File: config.mk
export PLATFORM = sky130hd
export DESIGN_NAME = router_ingress_arbiter
export DESIGN_NICKNAME = d
export VERILOG_FILES = /design/src/rtl/router_ingress_arbiter.sv
export SDC_FILE = /design/constraint.sdc
export NUM_CORES = 1
export LEC_CHECK = 0
export BUFFER_PORTS_ARGS = -buffer_cell sky130_fd_sc_hd__buf_2
export CAP_MARGIN = 20
export CORE_MARGIN = 2
export CORE_UTILIZATION = 39
export CTS_BUF_LIST = sky130_fd_sc_hd__clkbuf_4
export DETAILED_ROUTE_END_ITERATION = 8
export HOLD_SLACK_MARGIN = 0.15
export PLACE_DENSITY = 0.63
export SYNTH_ARGS = -nofsm -noshare
export SYNTH_HDL_FRONTEND = slang
export SYNTH_SLANG_ARGS = --single-unit
File: constraint.sdc
create_clock -name clock -period 4.7 [get_ports clock]
set_clock_uncertainty 0.05 [all_clocks]
set_input_delay 0.47 -clock clock [delete_from_list [all_inputs] [get_ports clock]]
set_output_delay 0.47 -clock clock [all_outputs]
set_load 0.02 [all_outputs]
File: src/rtl/router_ingress_arbiter.sv
// Store-and-forward ingress arbiter: round-robin picks one of three sources, buffers one whole
// packet, then replays it to the router with a trailing XOR parity byte. Port-3 packets are dropped.
module router_ingress_arbiter #(
  parameter int unsigned NSRC = 3
) (
  input  logic            clock,
  input  logic            reset,
  input  logic [NSRC-1:0] src_valid,
  input  logic [7:0]      src_data_0,
  input  logic [7:0]      src_data_1,
  input  logic [7:0]      src_data_2,
  output logic [NSRC-1:0] src_ready,
  output logic [NSRC-1:0] grant,
  input  logic            busy,
  output logic [7:0]      data_in,
  output logic            pkt_valid,
  output logic            pkt_sent,
  output logic            pkt_drop
);

  localparam logic [2:0] StIdle   = 3'd0;
  localparam logic [2:0] StLoad   = 3'd1;
  localparam logic [2:0] StSend   = 3'd2;
  localparam logic [2:0] StParity = 3'd3;
  localparam logic [2:0] StGap    = 3'd4;

  logic [2:0]      state_q, state_d;
  logic [NSRC-1:0] grant_q, grant_d;
  logic [1:0]      last_q, last_d;
  logic [5:0]      load_ptr_q, load_ptr_d;
  logic [5:0]      send_ptr_q, send_ptr_d;
  logic [5:0]      len_q, len_d;
  logic [1:0]      addr_q, addr_d;
  logic [7:0]      parity_q, parity_d;
  logic [7:0]      mem [64];

  logic [7:0]      sel_data;
  logic            accept;
  logic            hdr_byte;
  logic [5:0]      cur_len;
  logic [1:0]      cur_addr;
  logic            last_byte;
  logic [1:0]      c0, c1, rr_idx;
  logic [NSRC-1:0] rr_grant;

  always_comb begin
    sel_data = 8'h00;
    unique case (grant_q)
      3'b001:  sel_data = src_data_0;
      3'b010:  sel_data = src_data_1;
      3'b100:  sel_data = src_data_2;
      default: sel_data = 8'h00;
    endcase
  end

  // Length and address come straight off the bus for the header byte itself.
  assign accept    = (state_q == StLoad) && |(src_valid & grant_q);
  assign hdr_byte  = (load_ptr_q == 6'd0);
  assign cur_len   = hdr_byte ? sel_data[7:2] : len_q;
  assign cur_addr  = hdr_byte ? sel_data[1:0] : addr_q;
  assign last_byte = accept && (load_ptr_q == cur_len);

  // Priority order after last_q: c0 first, c1 second, last_q itself last.
  always_comb begin
    c0     = (last_q == 2'd2) ? 2'd0 : last_q + 2'd1;
    c1     = (c0 == 2'd2) ? 2'd0 : c0 + 2'd1;
    rr_idx = last_q;
    if (src_valid[c1]) rr_idx = c1;
    if (src_valid[c0]) rr_idx = c0;
    rr_grant = (|src_valid) ? (3'b001 << rr_idx) : 3'b000;
  end

  always_comb begin
    state_d    = state_q;
    grant_d    = grant_q;
    last_d     = last_q;
    load_ptr_d = load_ptr_q;
    send_ptr_d = send_ptr_q;
    len_d      = len_q;
    addr_d     = addr_q;
    parity_d   = parity_q;
    case (state_q)
      StIdle: begin
        load_ptr_d = 6'd0;
        if (|src_valid) begin
          grant_d = rr_grant;
          last_d  = rr_idx;
          state_d = StLoad;
        end
      end
      StLoad: begin
        if (accept) begin
          load_ptr_d = load_ptr_q + 6'd1;
          if (hdr_byte) begin
            len_d    = sel_data[7:2];
            addr_d   = sel_data[1:0];
            parity_d = sel_data;
          end else begin
            parity_d = parity_q ^ sel_data;
          end
          if (last_byte) begin
            if (cur_addr == 2'd3) begin
              state_d = StIdle;
              grant_d = '0;
            end else begin
              state_d    = StSend;
              send_ptr_d = 6'd0;
            end
          end
        end
      end
      StSend: begin
        if (!busy) begin
          if (send_ptr_q == len_q) state_d = StParity;
          else                     send_ptr_d = send_ptr_q + 6'd1;
        end
      end
      StParity: begin
        if (!busy) state_d = StGap;
      end
      StGap: begin
        state_d = StIdle;
        grant_d = '0;
      end
      default: begin
        state_d = StIdle;
        grant_d = '0;
      end
    endcase
  end

  always_ff @(posedge clock) begin
    if (reset) begin
      state_q    <= StIdle;
      grant_q    <= '0;
      last_q     <= 2'd2;
      load_ptr_q <= 6'd0;
      send_ptr_q <= 6'd0;
      len_q      <= 6'd0;
      addr_q     <= 2'd0;
      parity_q   <= 8'h00;
    end else begin
      state_q    <= state_d;
      grant_q    <= grant_d;
      last_q     <= last_d;
      load_ptr_q <= load_ptr_d;
      send_ptr_q <= send_ptr_d;
      len_q      <= len_d;
      addr_q     <= addr_d;
      parity_q   <= parity_d;
    end
  end

  always_ff @(posedge clock) begin
    if (accept) mem[load_ptr_q] <= sel_data;
  end

  always_comb begin
    data_in = 8'h00;
    if (state_q == StSend)        data_in = mem[send_ptr_q];
    else if (state_q == StParity) data_in = parity_q;
  end

  assign grant     = grant_q;
  assign src_ready = (state_q == StLoad) ? grant_q : '0;
  assign pkt_valid = (state_q == StSend);
  assign pkt_sent  = (state_q == StParity) && !busy;
  assign pkt_drop  = last_byte && (cur_addr == 2'd3);

endmodule
==> results of run 1 <==
cells by family (layout without fill, tap and decap cells):
kind of cell,Yosys count,count (layout),synth area share [%]
AOI/OAI and AO/OA,93,93,3.186
xor gates and xnor gates,14,14,0.5487
adders and majority gates,3,3,0.1680
buffers and inverters,76,368,1.613
DFF,554,554,72.56
muxes,175,175,16.80
other,0,1,0
and+or+nand+nor,231,231,5.118
cell usage in the layout, fill, tap and decap left out, types with 7 or more instances in the layout:
| master | n |
|---|---|
| nand2_1 | 31 |
| inv_1 | 11 |
| nand3_1 | 14 |
| mux4_2 | 160 |
| a22oi_1 | 8 |
| o21ai_0 | 22 |
| and3_1 | 9 |
| nor4bb_1 | 11 |
| clkinv_1 | 23 |
| dlygate4sd3_1 | 12 |
| a21oi_1 | 8 |
| buf_4 | 48 |
| xnor2_1 | 8 |
| buf_2 | 46 |
| dfxtp_1 | 39 |
| and2_1 | 13 |
| o21ai_1 | 7 |
| clkbuf_4 | 207 |
| nand4_1 | 7 |
| nor3_1 | 26 |
| inv_2 | 7 |
| nor2_1 | 96 |
| edfxtp_1 | 512 |
| mux2i_1 | 14 |
final cells by class:
cell class,instances,area (sq um)
clock buffer,207,1554
sequential,554,16220
fill,4799,30870
timing repair buffer,111,810.8
inverter,12,45.04
antenna,1,2.502
multi-input combinational,516,5777
clock inverter,38,262.8
tap,756,945.9
where the power goes:
part           leakage, nW  switching, mW  internal (mW)
combinational         2.05          0.914          0.369
sequential            5.06         0.0738           5.85
clock                 1.08           1.89           2.24
how the worst min path moves through the flow:
stage,startpoint,to,slack (ns)
global placement,addr_q[0],addr_q[0],0.44
floorplan,addr_q[0],addr_q[0],0.43
global route,src_data_2[6],state_q[1],0.35
detailed placement,addr_q[0],addr_q[0],0.44
CTS,src_data_2[6],state_q[1],0.26
finish,src_data_2[6],state_q[1],0.35
critical path, stage by stage (launching register included):
cell      delay (ns)
dfxtp_4         0.61
buf_12          0.27
mux4_2          0.56
mux4_2          0.55
and3_1          0.22
a221oi_1        0.38
o21ai_0         0.21
buf_2           0.21
what timing repair did:
action | CTS | global route
gates resized for setup | 0 | 0
hold buffers | 12 | 0
endpoints found under the hold margin | 32 | 0
metal layers:
metal  global-route usage (%)  up-vias
met5                        0        -
met4                    7.145        2
met1                    24.18     6350
met3                    3.800       89
li1                         -     5209
met2                    28.94      420
flip-flops by register name, summed over array words and instances, names as in the netlist, named ones only:
| name | cells |
|---|---|
| addr_q | 2 |
| grant | 3 |
| last_q | 2 |
| len_q | 6 |
| load_ptr_q | 6 |
| mem | 512 |
| parity_q | 8 |
| send_ptr_q | 6 |
| state_q | 3 |
stage by stage:
stage	instance area, sq um	setup WS (ns)	std cells
global placement	23660	1.116	1936
detailed placement	23660	1.046	1936
global route	25620	0.07548	2195
CTS	25600	0.08994	2193
floorplan	22350	1.515	1146
finish	25620	0.3045	2195
==> results list, run 1 <==
- The wire-length estimate of the detail-placed layout is 31740 um.
* Routed length on met3: 3097 um
* Startpoint type of the worst setup path: register
* Main flop type after synthesis: edfxtp_1
* TritonCTS Buffers: 138
* Highest metal layer with signal wires: met5
- Via count: 12070
- Final hold violation count: 0
* Pin count of the biggest net entering global routing: 68
- Net total in the final layout: between 1000 and 1500
- The max-slew violation count is 0.
- The endpoint identified for the worst register-to-register timing path is mem[13][6].
* Area of the mapped netlist: 22350 sq um
- Setup repair bufs after CTS: 0
* Final ANT Viol Nets: 0
- After technology mapping, the gate count stands at 1146.
* Per-cell via count in the routed design: 5.499
- The design draws around 11 mW.
- Placeable core region: around 56000 sq um
- Synth unique cells: 59
* Depth of the worst hold-timing path: 6
- Residual DRC: 0
* Final hold slack: 0.3517 ns
- Setup repair after global routing left no endpoint under its margin.
- Summed over all layers, the global routing overflow is 0.
- The congestion estimate from routability-driven global placement came to 0.7900.
- The synthesized design contains 554 register bits.
- Final Setup Violations: 0
- FMAX: roughly 0.23 GHz
- Tightest slew margin relative to the limit: 30.00%
- Total Wirelength: approximately 52000 um
* Nets in the synthesized netlist: 1179
- Count of max-cap constraint violations: 0
- Cell with the most instances after synthesis: edfxtp_1
* Power density relative to cell area: 442.3 nW/um^2
- GR Util All Layers: 18.04%
- H-tree depth: 4
- Final Core Density: approximately 45%
- Initial detailed-routing violation count: 1075
- For the finished layout, the period the worst path requires is 4.395 ns.
- Async set or reset register ratio after synthesis: 0%
- After clock tree synthesis, the clock-pin slew on the worst setup and hold paths is 0.07 ns.
- The root buffer cell chosen for the clock tree is clkbuf_4.
- Vertical die dimension: 243.4 um
* Routed length on met2: 25910 um
- For this run, the detailed router's first-pass iteration total came to 4.
- In the final routed layout, each cell accounts on average for about 24 um.
- Via count of the first global-routing pass: approximately 12000
* Worst reg2reg path depth: 4
- Beginning of the worst register-to-register path: grant[1]
- Area share of the largest cell type after synthesis: 68.80%
* Worst Path Arrival: 3.88 ns
* Mean instance size in the synthesized netlist: 19.50 sq um
* Status: finished, final reports clean
* Post-synth top area cell: edfxtp_1
- Setup slack on the worst reg-to-reg path comes out at between 1 and 1.5 ns.
- The initialized floorplan defines 87 standard-cell rows.
- Deepest clock path buffer count: 3
* Critical Setup Path Class: reg -> out
- Sequential-to-total area share from yosys stat: 72.56%
- The clock net in this run drives a total of 554 sinks.
- Once the floorplan was initialized, standard cells occupied between 30% and 40% of the core.
- After detailed routing, the wire length on met1 is ~22000 um.
- Worst Hold Class: in -> reg
* Total die area: 59230 sq um
* Layout area overhead: 14.66%
- Most instantiated cells after synthesis: 512 x edfxtp_1, 160 x mux4_2, 96 x nor2_1, 42 x dfxtp_1, 35 x clkbuf_1
- For the pin with the worst max-slew slack, the measured transition is 1.046 ns.
- Total leakage power: 8.198 nW
- WP data required: 4.18 ns
- In this run the worst path has a maximum fanout of 22.
- Cells with a size suffix above 1 make up 35.05% of the layout.
* Number of enable flip-flop cells after synthesis: 512
* Worst setup path endpoint: data_in[7]
- First-pass GRT wire length: 79530 um
- Summed over all failing endpoints, the final setup total negative slack is 0 ns.
- Horiz. Die Dim: 243.4 um
- TritonCTS built the clock tree.
- The worst setup path is captured at an output pin.
* Synthesis Warnings: 0
- Main area contributors after synthesis: edfxtp_1 69%, mux4_2 16%, dfxtp_1 3.8%, nor2_1 1.6%, mux2i_1 0.63%
- Buffers placed on the I/O ports in this run total 46.
* # IOs: 47
* IR Drop Worst-Case VDD: 0.2780 mV
- After layout, the worst path uses around 94% of the clock period.
- Number of antenna violations at the first check in global routing: 3
- Worst skew pair latency: 0.84 ns
Note: power is estimated with default switching activity, not from simulation.
==> inputs of run 2 (changes only) <==
- CORE_UTILIZATION: 39 -> 55
- PLACE_DENSITY: 0.63 -> 0.8
==> run 2 against run 1 <==
  * Flip-flop and latch count is the same
  * Combinational power about the same
  * Clock-buffer cell count is 25 lower
  * Fmax increased by 0.12%
  * Hold slack worse by 0.16 ns
  * Clock power decreased by 7.8%
  * Sequential share of layout area up 1.5 points
  * Non-clock buffer count down 22
  * Design area shrank 2.3%
  * Critical path type unchanged
  * Critical endpoint unchanged
  * Largest cell class unchanged
  * Largest power group unchanged
  * Highest routed layer is now met4
==> results list, run 2 (synthesis gave the netlist of run 1 again) <==
* FMAX: 0.2278 GHz (+0.12%)
* Critical path cell sequence: buf_12 > mux4_2 > mux4_2 > a221oi_1 > o21ai_0 > buf_2
- The switching share of power was 25.59% (+0.23 points).
- The sequential cell fraction of total power came to 54.0% (+1.7 points).
- The total via count after detailed routing is 12300 (+1.9%).
* FF+latch area: 16220 sq um (unchanged)
- In the final layout, the registers with the most flip-flops are mem: 512 flops, parity_q: 8 flops.
* Peak per-stage delay on the critical path: 0.91 ns (+0.30 ns)
* Total Power Consumption: 10.99 mW (-3.0%)
- Final RePlAce weighted congestion: 0.8164 (+3.3%)
* Number of flip-flops in the largest register: 512 (unchanged)
- The post-route clock period utilization was 93.40% (-0.12 points).
- The initial cell density of the core was 55.99% (+16 points).
- The combined global-route utilization of all metal layers came to 24.83% (+6.8 points).
- The DRC violation count after routing came to 0 (unchanged).
* Delay-heaviest family, CP: multiplexers
- Total die area: 42260 sq um (-29%)
* Worst setup EP type: output pin
- Setup repair after global routing left no endpoint under its margin.
- Net switching power figure: 2.813 mW (-2.1%)
- Setup repair bufs after CTS: 0 (unchanged)
- Fraction of final layout cells sized beyond drive strength 1: 32.79% (-2.3 points)
- Grt ovf: 0 (unchanged)
- The total core area is 39910 sq um (-29%).
- The TritonCTS sink count is 554 (unchanged).
* Half-perimeter wire length after placement: 30040 um (-5.3%)
- First-pass GRT wire length: 75860 um (-4.6%)
* TritonCTS Buffers: 134 (-2.9%)
- The total negative setup slack is 0 ns (unchanged).
- Fin. max-slew vios: 0 (unchanged)
* CP Max Fanout: 38 (+73%)
* Worst Path Arrival: 3.87 ns (about the same)
- The headroom to the max-slew limit came to 26.90% (-3.1 points).
- Slowest stage cell on the critical path: dfxtp_4
- Per-cell via count in the routed design: 6.383 (+16%)
- The shortest period the worst path allows came to 4.390 ns (-0.005436 ns).
- WP data required: 4.18 ns (about the same)
- The overall die width is 205.6 um (-16%).
* Count of buffering cells on the critical path with inverters included: 2 (unchanged)
* Post-route insts no fill: 1927 (-12%)
- In the layout the commonest cells are 512 x edfxtp_1, 182 x clkbuf_4, 160 x mux4_2.
* Initial detailed-routing violation count: 1740 (+62%)
* Final hold violation count: 0 (unchanged)
* DP Cell Count: 1687 (-13%)
* Via count of the first global-routing pass: 12360 (-0.23%)
* Clk pwr share: 34.5% (-1.9 points)
- Critical Setup Path Class: reg -> out
- Fill count: 2649 (-45%)
- Layout area overhead: 12.02%
* Commonest non-fill, non-tap cell in the layout: edfxtp_1
- Worst skew pair latency: 0.84 ns (about the same)
- Post-detailed-route wirelength per cell: 26.07 um (+9.5%)
- The number of antenna violations at the first check in global routing was 2 (-1).
- Status: finished, final reports clean
- Power density relative to cell area: 439.1 nW/um^2 (-0.74%)
- The area used by multi-input combinational logic came to 5777 sq um (unchanged).
* Vertical die dimension: 205.6 um (-16%)
- The internal portion of total power is 8.178 mW (-3.3%).
- The first-pass detailed-route iteration total is 5 (+1).
- PostCTS Resize Cnt: 0 (unchanged)
- Count of max-cap constraint violations: 0 (unchanged)
- The pin count of the biggest net entering global routing came to 68 (unchanged).
- Cell mode on critical path: mux4_2
- The cell sitting at the root of the clock tree is a clkbuf_4.
- Logic gate share of total power: 11.4% (about the same)
* Number of buffers added to fix hold violations after cts: 9 (-3)
- The clock slew seen by the registers of the worst setup and hold paths came to 0.06 ns (about the same).
- The number of levels the H-tree was split into came to 4 (unchanged).
- The worst-margin pin slew is 1.097 ns (+0.05039 ns).
- Final Setup Violations: 0 (unchanged)
- # rows: 73 (-16%)
- Register bank with the most flops: mem
- The remaining antenna violation count after routing came to 0 (unchanged).
- Port Buffer Count: 46 (unchanged)
- The post-layout net count is 1340 (-1.9%).
- The maximum root-to-sink buffer count is 3 (unchanged).
- # IOs: 47 (unchanged)
- TritonCTS built the clock tree.
* Total Wirelength: 50230 um (-3.8%)
* Startpoint type of the worst setup path: register
- Worst Hold Class: in -> reg
* Total leakage power: 7.961 nW (-2.9%)
- IR Drop Worst-Case VDD: 0.4177 mV (+50%)
[run 2: final cells by class]
type                    instances  area share [%]
multi-input cells             516           23.08
clock inverters                47           1.125
flip-flops and latches        554           64.82
repair buffers                 89           2.699
diodes                          2         0.01999
inverters                      12          0.1799
clock buffers                 182           5.458
well taps                     525           2.624
[run 2: worst paths after layout]
kind	start	endpoint	slack [ns]	cells past startpoint
max	register	data_in[7]	0.31	6
min	src_data_1[2]	len_q[0]	0.19	4
max reg2reg	grant[1]	mem[62][3]	1.06	5
min reg2reg	addr_q[0]	addr_q[0]	0.46	2
[run 2: metrics by stage]
stage                     utilization [%]  hold slack [ns]  area [sq um]  setup slack, ns
after global placement              58.35           0.4342         23290            1.066
after floorplan                         -           0.4257         22350            1.515
final                               62.71           0.1933         25030           0.3100
after detailed placement            58.35           0.4554         23290            1.051
after global routing                62.71           0.2602         25030          0.09459
after CTS                           62.70           0.1722         25030           0.2039
[run 2: tightest hold or removal path, stage by stage]
cell and delay (ns):
buf_2 0.07, and2_1 0.15, a221oi_4 0.10, a211oi_1 0.22
[run 2: power groups by stage]
stage	clock network, mW	logic, mW	registers [mW]
finish	3.80	1.26	5.94
floorplan	0	0.781	6.01
CTS	3.85	1.24	5.93
global placement	0	1.18	6.04
global route	4.10	1.35	5.95
detailed placement	0	1.23	6.04
[run 2: layer usage]
metal | vias to the layer above | global-route usage [%] | part of all wire (%)
met1 | 6214 | 33.87 | 37
met3 | 113 | 5.306 | 11
li1 | 5145 | - | -
met4 | 0 | 8.633 | 2.4
met5 | - | 0 | 0
met2 | 828 | 40.19 | 50
==> inputs of run 3 (changes only) <==
- CTS_BUF_LIST: sky130_fd_sc_hd__clkbuf_4 -> not set
- clock period: 4.7 -> 4.9 ns (I/O delays scaled with it)
==> run 3 against run 2 <==
  * Flip-flop and latch count unchanged
  * Die area unchanged
  * Power decreased by 0.14%
==> results list, run 3 (synthesis gave the netlist of run 1 again) <==
* GR Util All Layers: 25.35% (+0.53 points)
* Router iterations before antenna repair: 8 (+3)
* Number of antenna violations at the first check in global routing: 1 (-1)
- Slew at the pin with the worst max-slew slack: 1.101 ns (+0.004289 ns)
- Register bank with the most flops: mem
- The number of global-route vias before repair came to 11850 (-4.1%).
* Worst setup path endpoint: data_in[3]
- The post-route core utilization is 62.64% (-0.069 points).
* Commonest non-fill, non-tap cell in the layout: edfxtp_1
* Unrepaired setup endpoints after global routing: false
* Fin. max-slew vios: 0 (unchanged)
* H-tree depth: 2 (-2)
- The area of the die was 42260 sq um (unchanged).
* CTS Sinks: 554 (unchanged)
* Worst setup EP type: output pin
- Port Buffer Count: 46 (unchanged)
* Peak per-stage delay on the critical path: 0.79 ns (-0.12 ns)
- Worst reg2reg path depth: 4 (-1)
- The clock insertion delay at the later pin of the skew report is 0.62 ns (-0.22 ns).
- Horiz. Die Dim: 205.6 um (unchanged)
- The total negative setup slack was 0 ns (unchanged).
* Grt ovf: 0 (unchanged)
* Per-cell via count in the routed design: 6.655 (+4.3%)
- The total number of placement rows is 73 (unchanged).
- The clock slew seen by the registers of the worst setup and hold paths was 0.07 ns (about the same).
* Top library cells by usage in the layout, fill and taps aside: 512 x edfxtp_1, 160 x mux4_2, 96 x nor2_1
- Net total in the final layout: 1250 (-6.7%)
* Total Power Consumption: 10.98 mW (-0.14%)
- The total wire length after detailed routing was 51830 um (+3.2%).
* Total leakage power: 7.804 nW (-2.0%)
- WP data required: 4.36 ns (+0.18 ns)
* Fraction of final layout cells sized beyond drive strength 1: 26.77% (-6.0 points)
* IR Drop Worst-Case VDD: 0.2806 mV (-33%)
* Number of flip-flops in the largest register: 512 (unchanged)
- # IOs: 47 (unchanged)
- The signal on the critical path passes through buf_4 > mux4_2 > mux4_2 > a221oi_1 > o21ai_1 > buf_2.
- The HPWL after detailed placement was 30040 um (about the same).
- The critical path arrival was 3.71 ns (-0.16 ns).
- Final hold slack: 0.1979 ns (+0.004607 ns)
- Of the available clock period, the critical path in the final layout requires 86.74%.
- The root buffer cell chosen for the clock tree is clkbuf_16.
- Placeable core region: 39910 sq um (unchanged)
- TritonCTS built the clock tree.
* Worst Slack Setup Final: 0.6499 ns (+0.3400 ns)
- The overall die height is 205.6 um (unchanged).
* Beginning of the worst register-to-register path: grant[1]
- Initial detailed-routing violation count: 1730 (-0.57%)
- Deepest clock path buffer count: 3 (unchanged)
* Residual DRC: 0 (unchanged)
* Startpoint type of the worst setup path: register
- Critical Setup Path Class: reg -> out
- Final Setup Violations: 0 (unchanged)
- The total setup buffers inserted after CTS was 0 (unchanged).
* Layout area overhead: 11.89%
- TritonCTS Buffers: 54 (-60%)
- The initial cell density of the core is 55.99% (unchanged).
* Final RePlAce weighted congestion: 0.8253 (+1.1%)
* Pin count of the biggest net entering global routing: 69 (+1.5%)
* Number of buffers added to fix hold violations after cts: 0 (-9)
- Final ANT Viol Nets: 0 (unchanged)
- The headroom to the max-slew limit came to 26.34% (-0.56 points).
* Largest registers ranked by flip-flop count: mem: 512 flops, parity_q: 8 flops
- Register-to-register setup slack: 1.20 ns (+0.14 ns)
- Cell mode on critical path: mux4_2
- First-pass GRT wire length: 77310 um (+1.9%)
- The count of antenna diodes in the layout was 0 (-2).
* Via count: 11870 (-3.5%)
* Status: finished, final reports clean
- For the finished layout, the period the worst path requires is approximately 4.3 ns.
* Power density relative to cell area: 438.9 nW/um^2 (about the same)
- Worst Hold Class: in -> reg
* Post-detailed-route wirelength per cell: 29.05 um (+11%)
* Count of max-cap constraint violations: 0 (unchanged)
- The slowest stage of the critical path belongs to the cell dfxtp_4.
- Worst reg2reg path endpoint: mem[14][6]
- The number of cells upsized or downsized after cts came to 0 (unchanged).
* Final hold violation count: 0 (unchanged)
- FMAX: 0.2353 GHz
- CP Max Fanout: 31 (-18%)
- The setup slack after placement came to 1.260 ns (+0.2094 ns).
-- run 3: cell count changes in the layout (fill, tap and decap cells not counted), sizes merged --
cell	change
clkbuf	-116
clkinv	-14
dlygate4sd3	-9
bufinv	+2
clkinvlp	-2
diode	-2
buf	-1
inv	-1
-- run 3: worst min path at each step --
stage | start | to | slack (ns) | depth (start not counted)
3_3_place_gp | addr_q[1] | addr_q[1] | 0.43 | 2
3_5_place_dp | addr_q[0] | addr_q[0] | 0.45 | 2
4_1_cts | src_valid[2] | last_q[1] | 0.18 | 3
6_report | src_valid[2] | last_q[1] | 0.20 | 3
2_1_floorplan | addr_q[0] | addr_q[0] | 0.43 | 2
5_1_grt | src_valid[2] | last_q[1] | 0.21 | 3
-- run 3: final cells by class --
cell class | instances | area [sq um]
timing repair buffer | 79 | 548.0
tap | 525 | 656.9
multi-input combinational | 516 | 5777
fill | 2559 | 14910
clock inverter | 32 | 335.3
sequential | 554 | 16220
inverter | 12 | 45.04
clock buffer | 66 | 1418
-- run 3: where the power goes --
part / internal (mW) / leakage (nW) / switching [mW] / total [mW]
registers: 5.62 / 5.06 / 0.0753 / 5.69
clock network: 2.33 / 0.844 / 1.77 / 4.10
logic: 0.334 / 1.90 / 0.851 / 1.19
-- run 3: critical path: cells and delay by family, from the launching register on --
kind / cells / cell delay (ns)
buf+inv: 2 / 0.70
flops: 1 / 0.79
mux: 2 / 1.08
compound gates: 2 / 0.47
-- run 3: stage by stage --
step           std cells  instance area (sq um)
3_3_place_gp        1683                  23200
6_report            1784                  25000
4_1_cts             1782                  24980
3_5_place_dp        1684                  23220
2_1_floorplan       1146                  22350
5_1_grt             1784                  25000
-- run 3: layer usage --
layer | wire length, um | global-route usage, %
met1 | 19850 | 35.72
met3 | 5208 | 5.163
met2 | 24870 | 39.73
met4 | 1901 | 9.404
met5 | 0 | 0
